**src/rtl/boot_copy_ctrl.sv**
```systemverilog
`timescale 1ns/1ps
// boot_copy_ctrl
//   Boot-time sequencer that owns the shared data bus. After reset it copies
//   COPY_LEN bytes from flash (SRC_BASE) to RAM (DST_BASE) as read/write pairs,
//   two cycles per byte. While copying, the CPU is held off the bus. Once the
//   copy completes, the bus is handed to the CPU request port. A bus exception
//   during the copy parks the block in a sticky error state until rst.
//
// Ports
//   clk, rst                 clock, asynchronous active-high reset
//   restart                  1-cycle pulse; in DONE re-runs the copy
//   cpu_req/rw/len/addr/wdata CPU access request (serviced only in DONE)
//   cpu_rdata                read data, straight from bus_rdata
//   cpu_ready                CPU access accepted this cycle
//   cpu_exception            bus exception seen by the CPU (DONE only)
//   bus_rw/len/addr/wdata    data bus command; a write commits at posedge
//   bus_rdata, bus_exception combinational responses from the data bus
//   busy, done, error        status: RD/WR, DONE, ERR
//   dbg_state                current FSM state (0=RD 1=WR 2=DONE 3=ERR)
//
// CPU handshake: cpu_req is the request valid and cpu_ready the grant. Both are
// evaluated within one cycle; an access transfers in every cycle where both are
// high. cpu_ready is combinational from cpu_req and the state, so the CPU must
// hold its request (address, data, type) stable until it sees cpu_ready.
module boot_copy_ctrl #(
    parameter logic [31:0] SRC_BASE = 32'h0010_0000,
    parameter logic [31:0] DST_BASE = 32'h0000_8000,
    parameter int          COPY_LEN = 261,
    parameter int          CNT_W    = 16
) (
    input  logic        clk,
    input  logic        rst,
    input  logic        restart,
    input  logic        cpu_req,
    input  logic        cpu_rw,
    input  logic [1:0]  cpu_len,
    input  logic [31:0] cpu_addr,
    input  logic [7:0]  cpu_wdata,
    output logic [7:0]  cpu_rdata,
    output logic        cpu_ready,
    output logic        cpu_exception,
    output logic        bus_rw,
    output logic [1:0]  bus_len,
    output logic [31:0] bus_addr,
    output logic [7:0]  bus_wdata,
    input  logic [7:0]  bus_rdata,
    input  logic        bus_exception,
    output logic        busy,
    output logic        done,
    output logic        error,
    output logic [1:0]  dbg_state
);

    typedef enum logic [1:0] {
        S_RD   = 2'd0,
        S_WR   = 2'd1,
        S_DONE = 2'd2,
        S_ERR  = 2'd3
    } state_t;

    localparam logic [CNT_W-1:0] LAST_IDX = CNT_W'(COPY_LEN - 1);

    state_t           state, state_nxt;
    logic [CNT_W-1:0] cnt, cnt_nxt;
    logic [7:0]       rd_buf;
    logic [31:0]      cnt_ext;

    assign cnt_ext = 32'(cnt);

    // State register. rd_buf captures the flash byte at the end of every RD
    // cycle; the following WR cycle drives it back out.
    always_ff @(posedge clk or posedge rst) begin
        if (rst) begin
            state  <= S_RD;
            cnt    <= '0;
            rd_buf <= '0;
        end else begin
            state <= state_nxt;
            cnt   <= cnt_nxt;
            if (state == S_RD) begin
                rd_buf <= bus_rdata;
            end
        end
    end

    // Next-state logic
    always_comb begin
        state_nxt = state;
        cnt_nxt   = cnt;
        case (state)
            S_RD: begin
                state_nxt = bus_exception ? S_ERR : S_WR;
            end
            S_WR: begin
                if (bus_exception) begin
                    state_nxt = S_ERR;
                end else if (cnt == LAST_IDX) begin
                    state_nxt = S_DONE;
                    cnt_nxt   = '0;
                end else begin
                    state_nxt = S_RD;
                    cnt_nxt   = cnt + 1'b1;
                end
            end
            S_DONE: begin
                // Restart wins over nothing else: the CPU access presented in
                // this same cycle is still driven and completes.
                if (restart) begin
                    state_nxt = S_RD;
                    cnt_nxt   = '0;
                end
            end
            // ERR is sticky; cnt stays frozen at the failing byte.
            default: begin
                state_nxt = S_ERR;
            end
        endcase
    end

    // Output logic. rst forces state to RD asynchronously, so bus_rw drops
    // to 0 as soon as rst rises.
    always_comb begin
        bus_rw    = 1'b0;
        bus_len   = 2'b00;
        bus_addr  = SRC_BASE + cnt_ext;
        bus_wdata = rd_buf;
        busy      = 1'b0;
        done      = 1'b0;
        error     = 1'b0;
        case (state)
            S_RD: begin
                busy = 1'b1;
            end
            S_WR: begin
                busy     = 1'b1;
                bus_rw   = 1'b1;
                bus_addr = DST_BASE + cnt_ext;
            end
            S_DONE: begin
                done      = 1'b1;
                bus_rw    = cpu_req & cpu_rw;
                bus_len   = cpu_len;
                bus_addr  = cpu_addr;
                bus_wdata = cpu_wdata;
            end
            default: begin
                error = 1'b1;
            end
        endcase
    end

    assign cpu_rdata     = bus_rdata;
    assign cpu_ready     = cpu_req & done;
    assign cpu_exception = bus_exception & done;
    assign dbg_state     = state;

endmodule

```
**config.mk**
```make
export PLATFORM = sky130hd
export DESIGN_NAME = boot_copy_ctrl
export DESIGN_NICKNAME = d
export VERILOG_FILES = /design/src/rtl/boot_copy_ctrl.sv
export SDC_FILE = /design/constraint.sdc
export NUM_CORES = 1
export LEC_CHECK = 0
export CORE_UTILIZATION = 34
export DETAILED_ROUTE_END_ITERATION = 7
export HOLD_SLACK_MARGIN = 0.03
export PLACE_DENSITY = 0.89
export SLEW_MARGIN = 40
export SYNTH_ARGS = -nofsm -noshare
export SYNTH_HDL_FRONTEND = slang
export SYNTH_SLANG_ARGS = --single-unit
```
**constraint.sdc**
```tcl
create_clock -name clk -period 1.8 [get_ports clk]
set_input_delay 0.36 -clock clk [delete_from_list [all_inputs] [get_ports clk]]
set_output_delay 0.36 -clock clk [all_outputs]
set_load 0.1 [all_outputs]
```
* Yosys cells after proc, flatten, opt, wreduce, memory -nomap -nowiden
Cells that the tools add are included.
** Operators by class
- Eq/ne operators :: 5
- Bitwise logic cells :: 3
- Reduce and logical (&&, ||, !) cells :: 5
- Multiplexer cells :: 16
- Add/sub/neg operators :: 3
** Operator list (count)
- 32-bit case mux with 2 select lines :: 1
- 16-bit two-way mux :: 3
- 16-bit case mux with 2 select lines :: 1
- 21-bit by 16-bit adder with 22-bit output (first input constant) :: 1
- 16-bit by 16-bit adder with 17-bit output (first input constant) :: 1
- 16-bit by 1-bit adder with 16-bit output (second input constant) :: 1
- 16-bit by 9-bit == test with 1-bit output (second input constant) :: 1
- 2-bit two-way mux :: 5
- 8-bit two-way mux :: 1
- 2-bit case mux with 3 select lines :: 1
- 2-bit inequality test (second input constant) :: 2
- 1-bit bitwise AND :: 3
- 1-bit two-way mux :: 3
- 3-bit AND reduction :: 1
- 3-bit OR reduction :: 1
- 2-bit by 1-bit == test with 1-bit output (second input constant) :: 1
- 2-bit == test (second input constant) :: 1
- 2-bit zero test :: 1
- 1-bit case mux with 2 select lines :: 1
- 2-bit nonzero test :: 1
- 2-bit OR reduction :: 1
** Word-level totals
- Output and inout port bits :: 58
- Flip-flop bits (word level) :: 26

* Logic depth before layout (Yosys ltp)
- Depth after elaboration :: 4
- Depth in mapped cells :: 9
- Depth with buffers taken out :: 7

* Least setup slack after synthesis
OpenSTA, ideal clock, no wires.
- Path kind :: reg2out
- Start point :: register state[1] (netlist: dbg_state[1])
- End point :: output port bus_rw
- Stages on the path, launching flop included :: 5
- Setup slack :: -2970 ps
- Path buffers :: 0
- Arrival time :: 4410 ps
- Cells stage by stage :: dfrtp_1 > ha_1 > and2_1 > a21oi_1 > nor2b_1
** Between the ends
- Longest elaborated chain between the ends :: 2
- Elaborated cells between the ends (all ways) :: 3
** RTL lines
- start: declaration :: RTL line 63 : state_t state, state_nxt;
- start signal: assignment :: RTL line 78 : state <= state_nxt;
- 2-bit == test or 2-bit by 1-bit == test with 1-bit output (tied branches) :: RTL line 130 : case (state)
- 1-bit case mux with 2 select lines (*) :: RTL line 130
- end: declaration :: RTL line 42 : output logic bus_rw,
Every way passes the cells marked *; elsewhere a longest branch is shown, timed or not.

* Final worst setup path
- Start point :: register state[1] (netlist: dbg_state[1])
- End point :: output port bus_addr[16]
** Between the ends
- Longest elaborated chain between the ends :: 2
- Elaborated cells between the ends (all ways) :: 3
** RTL lines
- 2-bit == test or 2-bit by 1-bit == test with 1-bit output (tied branches) :: RTL line 130
- 32-bit case mux with 2 select lines (*) :: RTL line 130
- end: declaration :: RTL line 44 : output logic [31:0] bus_addr,
Marks and branches as above.

==> reports/results.tsv <==
metric	value	unit
status	finished with violations	
failed_checks	setup timing	
final_nets	416	
critPathTopFamily	flip-flops	
grt_max_degree	27	
max-clock-path-buffers	2	
critical_path.reg2reg.startpoint	dbg_state[1]	
boundaryPins	114	
startpoint_of_the_most_critical_setup_path	dbg_state[1]	
critical_path_buf_inv_count	3	
final_min_period_over_clock_period	121	%
syn2layout_area_growth	152	%
synthCells	199	
die_area	0.00576	mm2
die_width	75.9	um
worst-endpoint-required	1.44	ns
synth.net_count	261	
final.hold.worst_slack	0.452	ns
clkSlewWorstSetupHoldPaths	0.10	ns
setup_viol	63	
postSynthRegisterBits	26	
count_of_filler_cells_inserted_in_the_layout	189	
grt_use_total	31.9	%
worst_slew_margin_rel	66.3	%
slowest_cell_on_crit_path	sky130_fd_sc_hd__dfrtp_4	
length_in_cells_of_the_worst_reg_to_reg_path	9	
post_synth_instance_area	0.00186	mm2
grt_pass1_vias	2517	
cts_hold_buffers	0	
antenna_diode_count	0	
dpl.hpwl	5770	um
post-route-drc-count	0	
detail_route.wirelength	10000	um
timing_hold_violations_final	0	
cts.sinks	26	
vias	2389	
setup_total_negative_slack	-17.96	ns
cap_viol_max_count	0	
synth-edff-count	0	
path_depth	6	
drt_iter0_drc	142	
avgRoutedWirePerCell	23.7	um
final.setup_skew	0.00327	ns
antenna_violating_nets_post_route	0	
timing_worst_setup_path_type	reg -> out	
post_placement_cell_area	0.00419	mm2
max_slew.worst_pin.slew	0.504	ns
max_freq	460	MHz
clock_tree.root_cell	sky130_fd_sc_hd__clkbuf_8	
dominantRegCellSynth	sky130_fd_sc_hd__dfrtp_1	
ys.warnings.count	0	
worst_slack	-0.373	ns
rr_endpoint	cnt[7]	
worstSkewPairLatency	0.28	ns
worst-endpoint-arrival	1.81	ns
htreeDepth	1	
cp_cell_sequence	buf_6 > ha_4 > buf_6 > a22oi_1 > nor2b_4 > buf_12	
fin_util	90.4	%
min-delay-path-class	in -> async	
detail_route.first_pass.iterations	4	
worst-path-max-fanout	5	
syn_area_per_cell	9.34	um2
number_of_library_cell_types_mapped_by_synthesis	39	
grt_first_pass_wirelength	14200	um
ff2ff_setup_slack	-0.35	ns
synth.yosys.seq_area_share	35.0	%
multiInputGateArea	0.00156	mm2
critPathLaunchType	flop	
synthArstFlopShare	100	%
endpoint_kind	primary output	
post_route_minimum_period	2.17	ns
io_buffers	113	
gr-total-overflow	0	
route.detailed.vias_per_inst	5.65	
clock_tree_from_tritoncts	built	
timing.final.max_slew_violations	0	
placementRows	26	
starting_utilization_of_the_core_area	35.9	%
crit_end	bus_addr[16]	
critical-path-max-stage-delay	0.51	ns
globalplace.congestion	0.880	
stdcell_area	0.00467	mm2
unrepaired_setup_endpoints_after_global_routing	yes	
cts_made_buffers	3	
core_region_area	0.00517	mm2
drive_gt1_share	59.8	%
antenna_violations_before_repair	0	
sequential_cell_area	658	um2
dieHeight	75.9	um
critical_path.most_common_cell	sky130_fd_sc_hd__buf_6	
[worst reg2reg max path: stages (launching register included)]
cell	delay, ns
sky130_fd_sc_hd__dfrtp_4	0.51
sky130_fd_sc_hd__buf_6	0.14
sky130_fd_sc_hd__ha_4	0.18
sky130_fd_sc_hd__buf_4	0.16
sky130_fd_sc_hd__nor2b_4	0.13
sky130_fd_sc_hd__or3_4	0.38
sky130_fd_sc_hd__buf_6	0.15
sky130_fd_sc_hd__nor3_4	0.15
sky130_fd_sc_hd__xnor2_1	0.16
sky130_fd_sc_hd__nor2_1	0.07
[kinds of logic after synthesis]
logic type | after synthesis | synth area share [%]
and+or+nand+nor | 79 | 24.7
xor gates and xnor gates | 8 | 3.77
muxes | 19 | 11.4
buffers and inverters | 28 | 7.74
AOI/OAI and AO/OA | 33 | 13.3
DFF | 26 | 35.0
adders and majority gates | 6 | 4.04
[routing by layer]
metal	vias up	track usage, %	routed length, um
met1	1188	36.3	3790
met4	0	14.0	357
met5	-	0	0
met3	33	7.11	781
li1	1010	-	-
met2	158	56.8	5090
[cells in the final DEF (no fill, tap or decap), types with 3 or more instances in the layout]
cell type                         count
sky130_fd_sc_hd__and3_1               4
sky130_fd_sc_hd__a31oi_1              4
sky130_fd_sc_hd__ha_4                 4
sky130_fd_sc_hd__inv_1                5
sky130_fd_sc_hd__mux2_4               9
sky130_fd_sc_hd__nand3_1              6
sky130_fd_sc_hd__nor2b_4              3
sky130_fd_sc_hd__nand4_1              4
sky130_fd_sc_hd__dfrtp_1             24
sky130_fd_sc_hd__nor2_1              12
sky130_fd_sc_hd__buf_6               13
sky130_fd_sc_hd__clkbuf_8             3
sky130_fd_sc_hd__nand2_1              8
sky130_fd_sc_hd__buf_4               38
sky130_fd_sc_hd__xor2_1               4
sky130_fd_sc_hd__buf_12              62
sky130_fd_sc_hd__a22o_4              15
sky130_fd_sc_hd__clkdlybuf4s50_1     55
sky130_fd_sc_hd__mux2_2               8
sky130_fd_sc_hd__and2_4              20
sky130_fd_sc_hd__nand2_2              3
sky130_fd_sc_hd__nor4_4               3
[how the worst min path moves through the flow]
stage / from / to / slack, ns / cells after the start
floorplan: rst / cnt[0] / 0.40 / 1
global placement: rd_buf[0] / rd_buf[0] / 0.49 / 1
detailed placement: rd_buf[2] / rd_buf[2] / 0.50 / 1
CTS: rst / rd_buf[1] / 0.44 / 3
global route: rst / rd_buf[3] / 0.51 / 3
finish: rst / rd_buf[4] / 0.45 / 3
[cells in the mapped netlist, types with 5 or more instances]
library cell,n,area [um2]
sky130_fd_sc_hd__a22o_1,15,131
sky130_fd_sc_hd__a31oi_1,7,43.8
sky130_fd_sc_hd__and2_1,19,119
sky130_fd_sc_hd__buf_4,9,67.6
sky130_fd_sc_hd__clkbuf_1,8,30.0
sky130_fd_sc_hd__dfrtp_1,26,651
sky130_fd_sc_hd__ha_1,6,75.1
sky130_fd_sc_hd__inv_1,7,26.3
sky130_fd_sc_hd__mux2_2,17,191
sky130_fd_sc_hd__nand2_1,11,41.3
sky130_fd_sc_hd__nand3_1,6,30.0
sky130_fd_sc_hd__nor2_1,15,56.3
sky130_fd_sc_hd__xor2_1,5,43.8
[repair_timing]
item,CTS,global route
cloned,3,1
pin swaps,16,26
resized for setup,34,26
endpoints found under the setup margin,63,66
hold endpoints to repair,0,0
buffers inserted,10,7
[per-stage QoR]
stage,setup WS [ns],instances
2_1_floorplan,-0.676,199
3_3_place_gp,-0.144,401
3_5_place_dp,-0.211,401
4_1_cts,-0.323,417
5_1_grt,-0.414,423
6_report,-0.373,423
[state kept, by name, summed over array words and instances (netlist names)]
| name | flops |
|---|---|
| rd_buf | 8 |
| dbg_state | 2 |
| cnt | 16 |
[final cells by class]
cell class,count,area share (%)
sequential,26,14.1
multi-input combinational,145,33.4
timing repair buffer,171,49.0
clock buffer,4,0.964
tap,70,1.87
inverter,7,0.669
Power is left out: the tool's default activity adds up to more than one toggle a clock period on the data nets, which glitch-free logic cannot reach.
